==> src/rtl/switch_ingress_buf.sv <==
// -----------------------------------------------------------------------------
// switch_ingress_buf
//
// Ingress buffer in front of the address-routing switch. The switch cannot
// stall, so this block absorbs source bursts in a DEPTH-entry circular FIFO
// and issues at most one packet per cycle to the switch. It also honours a
// pause input and counts the packets it forwards.
//
// Parameters
//   ADDR_WIDTH  packet address width (matches the switch)
//   DATA_WIDTH  packet data width (matches the switch)
//   DEPTH       FIFO entries, power of two, >= 2
//
// Ports
//   clk        rising-edge clock
//   rst        synchronous active-high reset
//   in_vld     source offers a packet
//   in_rdy     buffer can accept a packet this cycle
//   in_addr    source packet address
//   in_data    source packet data
//   hold       pause: no packet is issued while high
//   out_vld    switch vld
//   out_addr   switch addr
//   out_data   switch data
//   level      current FIFO occupancy (0..DEPTH)
//   fwd_cnt    packets issued since reset, wraps at 16 bits
// -----------------------------------------------------------------------------
module switch_ingress_buf #(
    parameter int ADDR_WIDTH = 8,
    parameter int DATA_WIDTH = 16,
    parameter int DEPTH      = 8
) (
    input  logic                     clk,
    input  logic                     rst,
    input  logic                     in_vld,
    output logic                     in_rdy,
    input  logic [ADDR_WIDTH-1:0]    in_addr,
    input  logic [DATA_WIDTH-1:0]    in_data,
    input  logic                     hold,
    output logic                     out_vld,
    output logic [ADDR_WIDTH-1:0]    out_addr,
    output logic [DATA_WIDTH-1:0]    out_data,
    output logic [$clog2(DEPTH):0]   level,
    output logic [15:0]              fwd_cnt
);

    localparam int PW = $clog2(DEPTH);
    localparam int LW = PW + 1;
    localparam int EW = ADDR_WIDTH + DATA_WIDTH;

    logic [EW-1:0] mem [DEPTH];
    logic [PW-1:0] wr_ptr;
    logic [PW-1:0] rd_ptr;
    logic          push;
    logic          pop;

    // Ready comes only from the registered occupancy: a pop in the same
    // cycle does not open a slot for a simultaneous push when full.
    assign in_rdy = (level != LW'(DEPTH));
    assign push   = in_vld && in_rdy;
    // Pop also uses the registered occupancy, so a packet pushed into an
    // empty FIFO is issued one edge later rather than falling through.
    assign pop    = !hold && (level != '0);

    // Storage has no reset; entries are only read once written.
    always_ff @(posedge clk) begin
        if (push) begin
            mem[wr_ptr] <= {in_addr, in_data};
        end
    end

    always_ff @(posedge clk) begin
        if (rst) begin
            wr_ptr   <= '0;
            rd_ptr   <= '0;
            level    <= '0;
            out_vld  <= 1'b0;
            out_addr <= '0;
            out_data <= '0;
            fwd_cnt  <= '0;
        end else begin
            if (push) begin
                wr_ptr <= wr_ptr + PW'(1);
            end

            if (pop) begin
                rd_ptr   <= rd_ptr + PW'(1);
                out_vld  <= 1'b1;
                out_addr <= mem[rd_ptr][EW-1:DATA_WIDTH];
                out_data <= mem[rd_ptr][DATA_WIDTH-1:0];
                fwd_cnt  <= fwd_cnt + 16'd1;
            end else begin
                out_vld  <= 1'b0;
            end

            case ({push, pop})
                2'b10:   level <= level + LW'(1);
                2'b01:   level <= level - LW'(1);
                default: level <= level;
            endcase
        end
    end

endmodule

==> config.mk <==
export PLATFORM = sky130hd
export DESIGN_NAME = switch_ingress_buf
export DESIGN_NICKNAME = d
export VERILOG_FILES = /design/src/rtl/switch_ingress_buf.sv
export SDC_FILE = /design/constraint.sdc
export NUM_CORES = 1
export LEC_CHECK = 0
export ABC_AREA = 1
export BUFFER_PORTS_ARGS = -buffer_cell sky130_fd_sc_hd__buf_2
export CAP_MARGIN = 10
export CORE_MARGIN = 5
export CORE_UTILIZATION = 40
export DETAILED_ROUTE_END_ITERATION = 6
export REMOVE_ABC_BUFFERS = 1
export SLEW_MARGIN = 20
export SYNTH_ARGS = -nofsm -noshare
export SYNTH_HDL_FRONTEND = slang
export SYNTH_SLANG_ARGS = --single-unit
==> constraint.sdc <==
create_clock -name clk -period 3.15 [get_ports clk]
set_input_delay 0 -clock clk [delete_from_list [all_inputs] [get_ports clk]]
set_output_delay 0 -clock clk [all_outputs]
set_load 0.01 [all_outputs]
[After elaboration in Yosys (flattened, before gate mapping)]
Memories as Yosys holds them, arrays and structs flattened. A register that Yosys moved wholly into a read port is not among the register bits.
Index checks and enable logic that the tools add are counted.
Word-level totals
  bits of input ports: 28
  output and inout bits: 46
  register bits: 27
  memories kept: 1
  bits in writable memories: 192
Operators by class
  add/sub/neg operators: 5
  equal/unequal tests: 3
  muxes and demuxes: 4
  reductions and logical operators: 5
Memories
  mem: depth 8, width 24, read ports 1, clocked after Yosys merged registers in 1, write ports 1, RTL line 51  | logic [EW-1:0] mem [DEPTH];
Operator list (number)
  adder 16 x 1 -> 16 bit (second input constant): 1
  one-hot mux 4 bit (2 select lines): 1
  adder 3 x 1 -> 3 bit (second input constant): 2
  adder 4 x 1 -> 4 bit (second input constant): 1
  inequality test 4 bit (second input constant): 1
  nonzero test 4 bit: 1
  subtractor 4 x 1 -> 4 bit (second input constant): 1
  two-way mux 1 bit: 3
  == test 2 x 1 -> 1 bit (second input constant): 1
  == test 2 bit (second input constant): 1
  logical AND 1 bit: 2
  nonzero test 2 bit: 1
  logical NOT 1 bit: 1

[Depth between registers and ports, before layout]
Gate-level depths: netlist of run 1.
  depth after elaboration: 4
  mapped depth: 14
  gate-level depth less buffers: 13

[Least setup slack after synthesis of run 1]
OpenSTA, ideal clock, no wires.
  kind: register -> register
  from: reg level[1]
  to: mem mem[1][0] (netlist name), enable pin
  setup slack: 0.742 ns
  clock period less this slack: 2.408 ns
  stages on the path, launching flop included: 7
  data required time: 2.745 ns
  arrival time: 2.003 ns
  library setup time: 0.405 ns
  cell sequence: dfxtp_1 > nor2_1 > nand3_1 > nand2_1 > nor2_1 > inv_1 > nor2_1
On the way
  cells in the longest elaborated chain, start to end: 4
RTL lines
  start: declaration: RTL line 43  | output logic [$clog2(DEPTH):0] level,
  start signal: assignment: RTL line 97  | 2'b10: level <= level + LW'(1);
  start signal: assignment: RTL line 98  | 2'b01: level <= level - LW'(1);
  start signal: assignment: RTL line 99  | default: level <= level;
  inequality test 4 bit: RTL line 59  | assign in_rdy = (level != LW'(DEPTH));
  named net in_rdy: RTL line 36  | output logic in_rdy,
  logical AND 1 bit: RTL line 60  | assign push = in_vld && in_rdy;
  two-way mux 1 bit: RTL line 67  | if (push) begin
  two-way mux 1 bit (not written as such): RTL line 68  | mem[wr_ptr] <= {in_addr, in_data};
  end: declaration: RTL line 51
The timed path passes the listed nets, and every way through them passes these cells.

[Final worst setup path of run 1]
  from: reg level[1]
  to: mem mem[1][16] (netlist name), enable pin
On the way
  cells in the longest elaborated chain, start to end: 4
RTL lines (RTL line)
  inequality test 4 bit: 59
  logical AND 1 bit: 60
  two-way mux 1 bit: 67
  two-way mux 1 bit (not written as such): 68
Every way passes these cells.

==> impl_metrics.tcl, run 1 <==
set metrics [dict create \
    hp-class "in -> reg" \
    routedWlPerCell_microns 15.1 \
    wl_microns 20800 \
    p_leak_uw 0.00468 \
    synth_seq_cells 243 \
    cp-start-kind "register" \
    powerDensity_mw_per_mm2 805 \
    hold_violations 0 \
    drtAntennaViolNets 0 \
    clk_latency_ns 0.52 \
    finalCriticalPeriod_ns 2.16 \
    clock_sinks 243 \
    setup_viol_count_final 0 \
    place_congestion 0.750 \
    drive_above_1_share_pct 14.9 \
    antenna_found_initial 0 \
    grt_usage_pct 14.8 \
    fp.dieH_microns 167 \
    io_pins 74 \
    synth.most_common_cell "nand2_1" \
    synthCells 928 \
    layout_setup_ws_ns 0.990 \
    htreeDepth 1 \
    yosys.area.top_type "edfxtp_1" \
    crit_slowest_cell "nor2_2" \
    crit_fanout 14 \
    io_buffers 73 \
    route.detailed.drc 0 \
    highest_layer "met4" \
    slew_violations 0 \
    start_util_pct 40.4 \
    crit_buf_inv 2 \
    critPathMaxStageDelay_ns 0.50 \
    status "completed" \
    fin_util_pct 48.6 \
    synth_commonest_cells "nand2_1 (268), edfxtp_1 (192), nor2_1 (121)" \
    n_antenna_cell 0 \
    crit_path_end_kind "register" \
    place_ws_ns 0.968 \
    rsz0062_at_grt "false" \
    synth_top_flop_cell "edfxtp_1" \
    drtIter0Drc 418 \
    required_ns 3.36 \
    dpl.hpwl_microns 12500 \
    dieArea_sq_mm 0.0278 \
    met1_length_microns 9420 \
    yosys_warnings 0 \
    synth_top_area_share_pct 58.8 \
    met2_length_microns 10100 \
    cts_inserted_buffers 27 \
    grt_pass1_vias 6370 \
    maxCapViolCount 0 \
    cp_top_family "simple AND/OR/NAND/NOR gates" \
    vdd_drop_max_mv 0.573 \
    core_sq_mm 0.0242 \
    via_count 6566 \
    syn_area_per_cell_sq_um 10.6 \
    path_cells "nor2_1 -> nand3_1 -> nand2_1 -> nor2_1 -> inv_1 -> nor2_2 -> buf_4" \
    grt_start_max_net_pins 56 \
    overflow 0 \
    first_pass_iters 4 \
    grt_pass1_wl_microns 33600 \
    syn2layout_area_growth_pct 20.2 \
    root_buffer "clkbuf_16" \
    timing.final.crit_share_pct 68.6 \
    ys_types 28 \
    cts_tree "yes" \
    avgViaCountPerCell 4.77 \
    clk_pin_slew_ns 0.06 \
    cts-resized-gates 0 \
    ys_seq_area_share_pct 69.2 \
    synth_edf_count 192 \
    worstMarginPinSlew_ns 1.01 \
    die_x_microns 167 \
    wl_met3_microns 695 \
    fmax_ghz 0.463 \
    setup_tns_ns 0 \
    synthArstFlopShare_pct 0 \
    syn_area_sq_mm 0.00981 \
    crit_type "reg -> reg" \
    skew_ns 0.00863 \
    cts_buffer_depth 3 \
    std_cell_rows 57 \
    nNetsFinal 1068 \
    slew_headroom_pct 32.4 \
    worstPathArrival_ns 2.37 \
    path_common_cell "nor2_1" \
    yosys-top-cells-area "edfxtp_1 (59%), dfxtp_1 (10%), nand2_1 (10%), nor2_1 (4.6%), nand3_1 (3.2%)" \
]
-- logic make-up after synthesis --
| logic type | after synthesis | share of synthesized area, % |
|---|---|---|
| DFF | 243 | 69.2 |
| xor gates and xnor gates | 4 | 0.357 |
| buffers and inverters | 85 | 4.11 |
| and+or+nand+nor | 461 | 18.7 |
| AOI/OAI and AO/OA | 128 | 6.66 |
| adders and majority gates | 7 | 0.969 |
-- where the power goes --
group | internal, uW | switching, uW
clock | 2200 | 1220
sequential | 3760 | 184
combinational | 714 | 1420
-- sequential cells by signal, summed over array words and instances (netlist names) --
name and cells:
out_data 16, mem 192, fwd_cnt 16, out_vld 1, rd_ptr 3, level 4, wr_ptr 3, out_addr 8
-- cell type report --
class / count / area (sq um)
Clock buffer: 35 / 767
Clock inverter: 14 / 226
Fill cell: 2202 / 12500
Inverter: 38 / 143
Multi-Input combinational cell: 600 / 2640
Sequential cell: 243 / 6790
Tap cell: 324 / 405
Timing Repair Buffer: 123 / 821
-- worst paths after layout --
kind | slack [ns] | startpoint | to | cells past startpoint
worst max-delay path | 0.99 | level[1] | mem[1][16] | 7
worst min-delay path | 0.30 | in_data[10] | mem[1][10] | 2
worst max register to register | 0.99 | level[1] | mem[1][16] | 7
worst min register to register | 0.47 | fwd_cnt[4] | fwd_cnt[4] | 2
-- placed cells by master (no fill, tap or decap), types with 3 or more instances in the layout --
| master | count |
|---|---|
| clkbuf_8 | 4 |
| clkbuf_1 | 3 |
| o211ai_1 | 5 |
| o21ai_0 | 39 |
| edfxtp_1 | 192 |
| dfxtp_1 | 50 |
| o21ai_1 | 40 |
| dlygate4sd3_1 | 27 |
| inv_2 | 3 |
| nand2_1 | 268 |
| clkbuf_16 | 28 |
| buf_4 | 22 |
| nand3_1 | 63 |
| nor2_2 | 10 |
| ha_1 | 6 |
| buf_2 | 73 |
| nor2_1 | 113 |
| clkinv_2 | 4 |
| a21oi_1 | 44 |
| bufinv_16 | 6 |
| inv_1 | 35 |
-- metal layers --
layer	GRT usage, %	vias to the layer above
met2	25.7	87
met3	2.49	33
li1	-	3352
met4	4.34	0
met5	0	-
met1	19.2	3094
-- timing repair --
item,in CTS,in global routing
endpoints found under the hold margin,206,0
hold buffers,27,0
setup buffers,0,0
-- per-stage QoR --
step | hold slack [ns] | instances | area (sq um) | power, uW
after detailed placement | 0.281 | 1301 | 10500 | 6150
after floorplan | 0.0691 | 881 | 9550 | 5370
after global placement | 0.276 | 1301 | 10500 | 6110
final | 0.303 | 1377 | 11800 | 9500
after global routing | 0.305 | 1377 | 11800 | 10100
after CTS | 0.273 | 1377 | 11800 | 9630
Note: power is estimated with default switching activity, not from simulation.
==> run 2, diff against run 1 <==
==> constraint.sdc (replaced) <==
create_clock -name clk -period 2 [get_ports clk]
set_input_delay 0 -clock clk [delete_from_list [all_inputs] [get_ports clk]]
set_output_delay 0 -clock clk [all_outputs]
set_load 0.01 [all_outputs]
==> impl_metrics.tcl, run 2 (same netlist as run 1, synthesis figures left out) <==
set metrics [dict create \
    root_buffer "clkbuf_16" \
    final_area_sq_mm 0.0118 \
    drtIter0Drc 352 \
    via_count 6584 \
    wl_microns 21000 \
    mostFrequentLayoutCells "nand2_1 (268), edfxtp_1 (192), nor2_1 (111)" \
    drive_above_1_share_pct 14.9 \
    maxCapViolCount 0 \
    die_x_microns 167 \
    crit_path_end_kind "register" \
    place_congestion 0.762 \
    largest_register "mem" \
    hold-worst-slack_ns 0.305 \
    drtAntennaViolNets 0 \
    route.detailed.drc 0 \
    vdd_drop_max_mv 0.877 \
    placed_area_sq_mm 0.0107 \
    slew_headroom_pct 64.4 \
    antenna_found_initial 0 \
    path_cells "nor2_2 -> nand2_2 -> nand2_4 -> inv_2 -> ha_1 -> ha_1 -> or2_2 -> nand2_1 -> nand2_1 -> nand2_1 -> nand2_1 -> a21oi_1" \
    hp-class "in -> reg" \
    nNetsFinal 1077 \
    powerDensity_mw_per_mm2 1210 \
    grt_use_met3_pct 2.49 \
    critPathMaxStageDelay_ns 0.35 \
    cp-start-kind "register" \
    crit_type "reg -> reg" \
    core_sq_mm 0.0242 \
    hold_violations 0 \
    dpl.hpwl_microns 12300 \
    start_util_pct 40.4 \
    rsz0062_at_grt "false" \
    status "completed" \
    crit_slowest_cell "dfxtp_1" \
    cts_inserted_buffers 26 \
    clk_latency_ns 0.52 \
    routedWlPerCell_microns 15.2 \
    fp.dieH_microns 167 \
    io_pins 74 \
    cts_buffer_depth 3 \
    overflow 0 \
    timing.final.crit_share_pct 92.6 \
    cp_top_family "simple AND/OR/NAND/NOR gates" \
    n_antenna_cell 0 \
    crit_fanout 5 \
    io_buffers 73 \
    slew_violations 0 \
    largestRegisters "mem: 192 flops, fwd_cnt: 16 flops, out_data: 16 flops" \
    grt_pass1_wl_microns 34100 \
    p_leak_uw 0.00467 \
    use_met2_pct 25.7 \
    htreeDepth 1 \
    dieArea_sq_mm 0.0278 \
    path_common_cell "nand2_1" \
    place_ws_ns 0.138 \
    syn2layout_area_growth_pct 20.3 \
    skew_ns 0.0153 \
    std_cell_rows 57 \
    clk_pin_slew_ns 0.06 \
    cts_tree "yes" \
    grt_pass1_vias 6418 \
    crit_buf_inv 1 \
    avgViaCountPerCell 4.76 \
    grt_usage_pct 14.9 \
    clock_sinks 243 \
    grt_busiest_layer "met2" \
    required_ns 2.46 \
    met1_usage_pct 19.8 \
    largest_reg_flops 192 \
    setup_viol_count_final 0 \
    grt_start_max_net_pins 93 \
    worstMarginPinSlew_ns 0.533 \
    layout_setup_ws_ns 0.148 \
    finalCriticalPeriod_ns 1.85 \
    first_pass_iters 4 \
    final_common_cell "nand2_1" \
    worstPathArrival_ns 2.31 \
    fmax_ghz 0.540 \
]
## run 2: stage by stage
step           setup TNS, ns  util, %  total power (uW)  std cells
3_5_place_dp               0     44.2              9860       1310
6_report                   0     48.7             14200       1384
5_1_grt                    0     48.7             15100       1384
4_1_cts                    0     48.7             14400       1384
3_3_place_gp               0     44.2              9790       1310
2_1_floorplan        -108.29        -              8460        881
## run 2: worst paths after layout
| path | startpoint | endpoint | slack, ns | depth (start not counted) |
|---|---|---|---|---|
| worst min-delay path | in_data[10] | mem[0][10] | 0.31 | 2 |
| worst max register to register | level[3] | level[3] | 0.15 | 12 |
| worst min register to register | fwd_cnt[4] | fwd_cnt[4] | 0.45 | 2 |
| worst max-delay path | level[3] | level[3] | 0.15 | 12 |
## run 2: report_power, final
group	internal (uW)	switching [uW]
clock	2660	1830
sequential	5920	182
combinational	1280	2350
## run 2: routing by layer
metal | up-vias | routed length (microns)
met5 | - | 0
met4 | 0 | 412
met3 | 29 | 876
met2 | 110 | 10100
met1 | 3073 | 9640
li1 | 3372 | -
## run 2: what timing repair did
item,CTS,global route
endpoints found under the hold margin,203,0
hold buffers,28,0
gates resized for setup,0,3
endpoints found under the setup margin,0,2
buffers inserted,0,0
## run 2: cell type report
type | instances | area [sq um]
multi-input cells | 600 | 2640
fillers | 2208 | 12400
well taps | 324 | 405
clock inverters | 9 | 63.8
inverters | 38 | 143
clock buffers | 37 | 733
flip-flops and latches | 243 | 6790
repair buffers | 133 | 1020
## run 2: worst reg2reg max path, cell delays in order, from the launching register on
cell	delay, ns
dfxtp_1	0.35
nor2_2	0.12
nand2_2	0.09
nand2_4	0.07
inv_2	0.04
ha_1	0.19
ha_1	0.30
or2_2	0.31
nand2_1	0.07
nand2_1	0.05
nand2_1	0.05
nand2_1	0.04
a21oi_1	0.10
==> run 3, diff against run 2 <==
--- a/config.mk
+++ b/config.mk
@@ -8,9 +8,13 @@
 export ABC_AREA = 1
 export BUFFER_PORTS_ARGS = -buffer_cell sky130_fd_sc_hd__buf_2
 export CAP_MARGIN = 10
+export CELL_PAD_IN_SITES_DETAIL_PLACEMENT = 0
+export CELL_PAD_IN_SITES_GLOBAL_PLACEMENT = 2
 export CORE_MARGIN = 5
-export CORE_UTILIZATION = 40
+export CORE_UTILIZATION = 39
+export CTS_CLUSTER_DIAMETER = 100
 export DETAILED_ROUTE_END_ITERATION = 6
+export PLACE_DENSITY_LB_ADDON = 0.1
 export REMOVE_ABC_BUFFERS = 1
 export SLEW_MARGIN = 20
 export SYNTH_ARGS = -nofsm -noshare
==> impl_metrics.tcl, run 3 (same netlist as run 1, synthesis figures left out) <==
set metrics [dict create \
    status "completed" \
    hold_violations 0 \
    grt_start_max_net_pins 74 \
    hold-worst-slack_ns 0.301 \
    p_total_uw 14500 \
    slew_headroom_pct 62.1 \
    dpl.hpwl_microns 13400 \
    grt_use_met3_pct 2.45 \
    crit_fanout 3 \
    io_pins 74 \
    drtAntennaViolNets 0 \
    std_cell_rows 58 \
    vdd_drop_max_mv 0.630 \
    maxCapViolCount 0 \
    core_sq_mm 0.0250 \
    syn2layout_area_growth_pct 21.1 \
    dieArea_sq_mm 0.0284 \
    largest_register "mem" \
    final_area_sq_mm 0.0119 \
    route.detailed.drc 0 \
    min_path_cells 2 \
    largestRegisters "mem: 192 flops, fwd_cnt: 16 flops, out_data: 16 flops" \
    crit_path_end_kind "register" \
    largest_reg_flops 192 \
    required_ns 2.46 \
    fp.dieH_microns 169 \
    fmax_ghz 0.557 \
    r2r_slack_ns 0.20 \
    hp-start "in_data[2]" \
    grt_busiest_layer "met2" \
    io_buffers 73 \
    clk_latency_ns 0.52 \
    hp-class "in -> reg" \
    cts_tree "yes" \
    root_buffer "clkbuf_16" \
    fill_cells 2361 \
    drtIter0Drc 338 \
    mostFrequentLayoutCells "nand2_1 (268), edfxtp_1 (192), nor2_1 (112)" \
    timing.rr.start "level[0]" \
    antenna_found_initial 0 \
    avgViaCountPerCell 4.71 \
    place_congestion 0.761 \
    first_pass_iters 4 \
    grt_pass1_vias 6506 \
    cts_buffer_depth 3 \
    finalCriticalPeriod_ns 1.80 \
    rsz0062_at_grt "false" \
    worstPathArrival_ns 2.25 \
    use_met2_pct 27.6 \
    rr_endpoint "level[3]" \
    timing.final.crit_share_pct 89.8 \
    nNetsFinal 1080 \
    p_leak_uw 0.00470 \
    placed_area_sq_mm 0.0107 \
    worstMarginPinSlew_ns 0.569 \
    start_util_pct 39.3 \
    reg2reg_depth 11 \
    via_count 6576 \
    n_antenna_cell 0 \
    clk_pin_slew_ns 0.06 \
    overflow 0 \
    wl_microns 23000 \
    worstHoldEndpoint "mem[6][2]" \
    drive_above_1_share_pct 16.0 \
    setup_tns_ns 0 \
    crit_type "reg -> reg" \
    met1_usage_pct 23.1 \
    place_inst 1319 \
    cp-start-kind "register" \
    grt_usage_pct 16.4 \
    die_x_microns 169 \
    slew_violations 0 \
    skew_ns 0.0174 \
    clock_sinks 243 \
    powerDensity_mw_per_mm2 1220 \
    routedWlPerCell_microns 16.5 \
    setup_viol_count_final 0 \
    cts_inserted_buffers 27 \
    htreeDepth 1 \
    final_common_cell "nand2_1" \
    grt_pass1_wl_microns 36900 \
    stdcell_count 1395 \
]
[run 3: cell type report]
| type | instances | area, sq um | area share, % |
|---|---|---|---|
| Clock buffer | 31 | 691 | 5.81 |
| Multi-Input combinational cell | 600 | 2660 | 22.4 |
| Inverter | 38 | 143 | 1.20 |
| Sequential cell | 243 | 6790 | 57.2 |
| Tap cell | 330 | 413 | 3.48 |
| Timing Repair Buffer | 135 | 1020 | 8.62 |
| Clock inverter | 18 | 160 | 1.35 |
[run 3: worst max path at each step]
stage | slack, ns | end | startpoint
finish | 0.20 | level[3] | level[0]
floorplan | -1.66 | out_addr[0] | rd_ptr[0]
detailed placement | 0.09 | level[3] | level[0]
CTS | 0.07 | level[3] | level[0]
global placement | 0.1 | level[3] | level[0]
global route | 0.05 | level[3] | level[0]
[run 3: metrics by stage]
stage	util, %	worst slack, ns
floorplan	-	-1.66
global placement	43.0	0.0976
detailed placement	43.0	0.0903
CTS	47.5	0.0733
global route	47.6	0.0481
finish	47.6	0.204
[run 3: worst max-delay path: stages, from the launching register on]
cell and delay (ns):
dfxtp_1 0.32, nor2_2 0.14, nand3_1 0.11, nand2_1 0.10, ha_2 0.23, ha_4 0.21, or2_2 0.30, nand2_1 0.07
nand2_1 0.05, nand2_1 0.06, nand2_1 0.05, a21oi_1 0.10
[run 3: where the power goes]
part           switching, uW  leakage (uW)  total [uW]  internal [uW]
clock                   1900      0.000429        4740           2850
combinational           2390       0.00211        3650           1250
sequential               202       0.00216        6120           5920
[run 3: what timing repair did]
action	CTS	global route
gates resized for setup	0	4
hold buffers	27	0
endpoints found under the hold margin	202	0
setup endpoints to repair	0	1
buffers inserted	0	0
[run 3: routing by layer]
metal  vias to the layer above  routed length [microns]
li1                       3367                        -
met1                      3096                    10900
met2                        86                    10900
met3                        27                      773
met4                         0                      318
met5                         -                        0
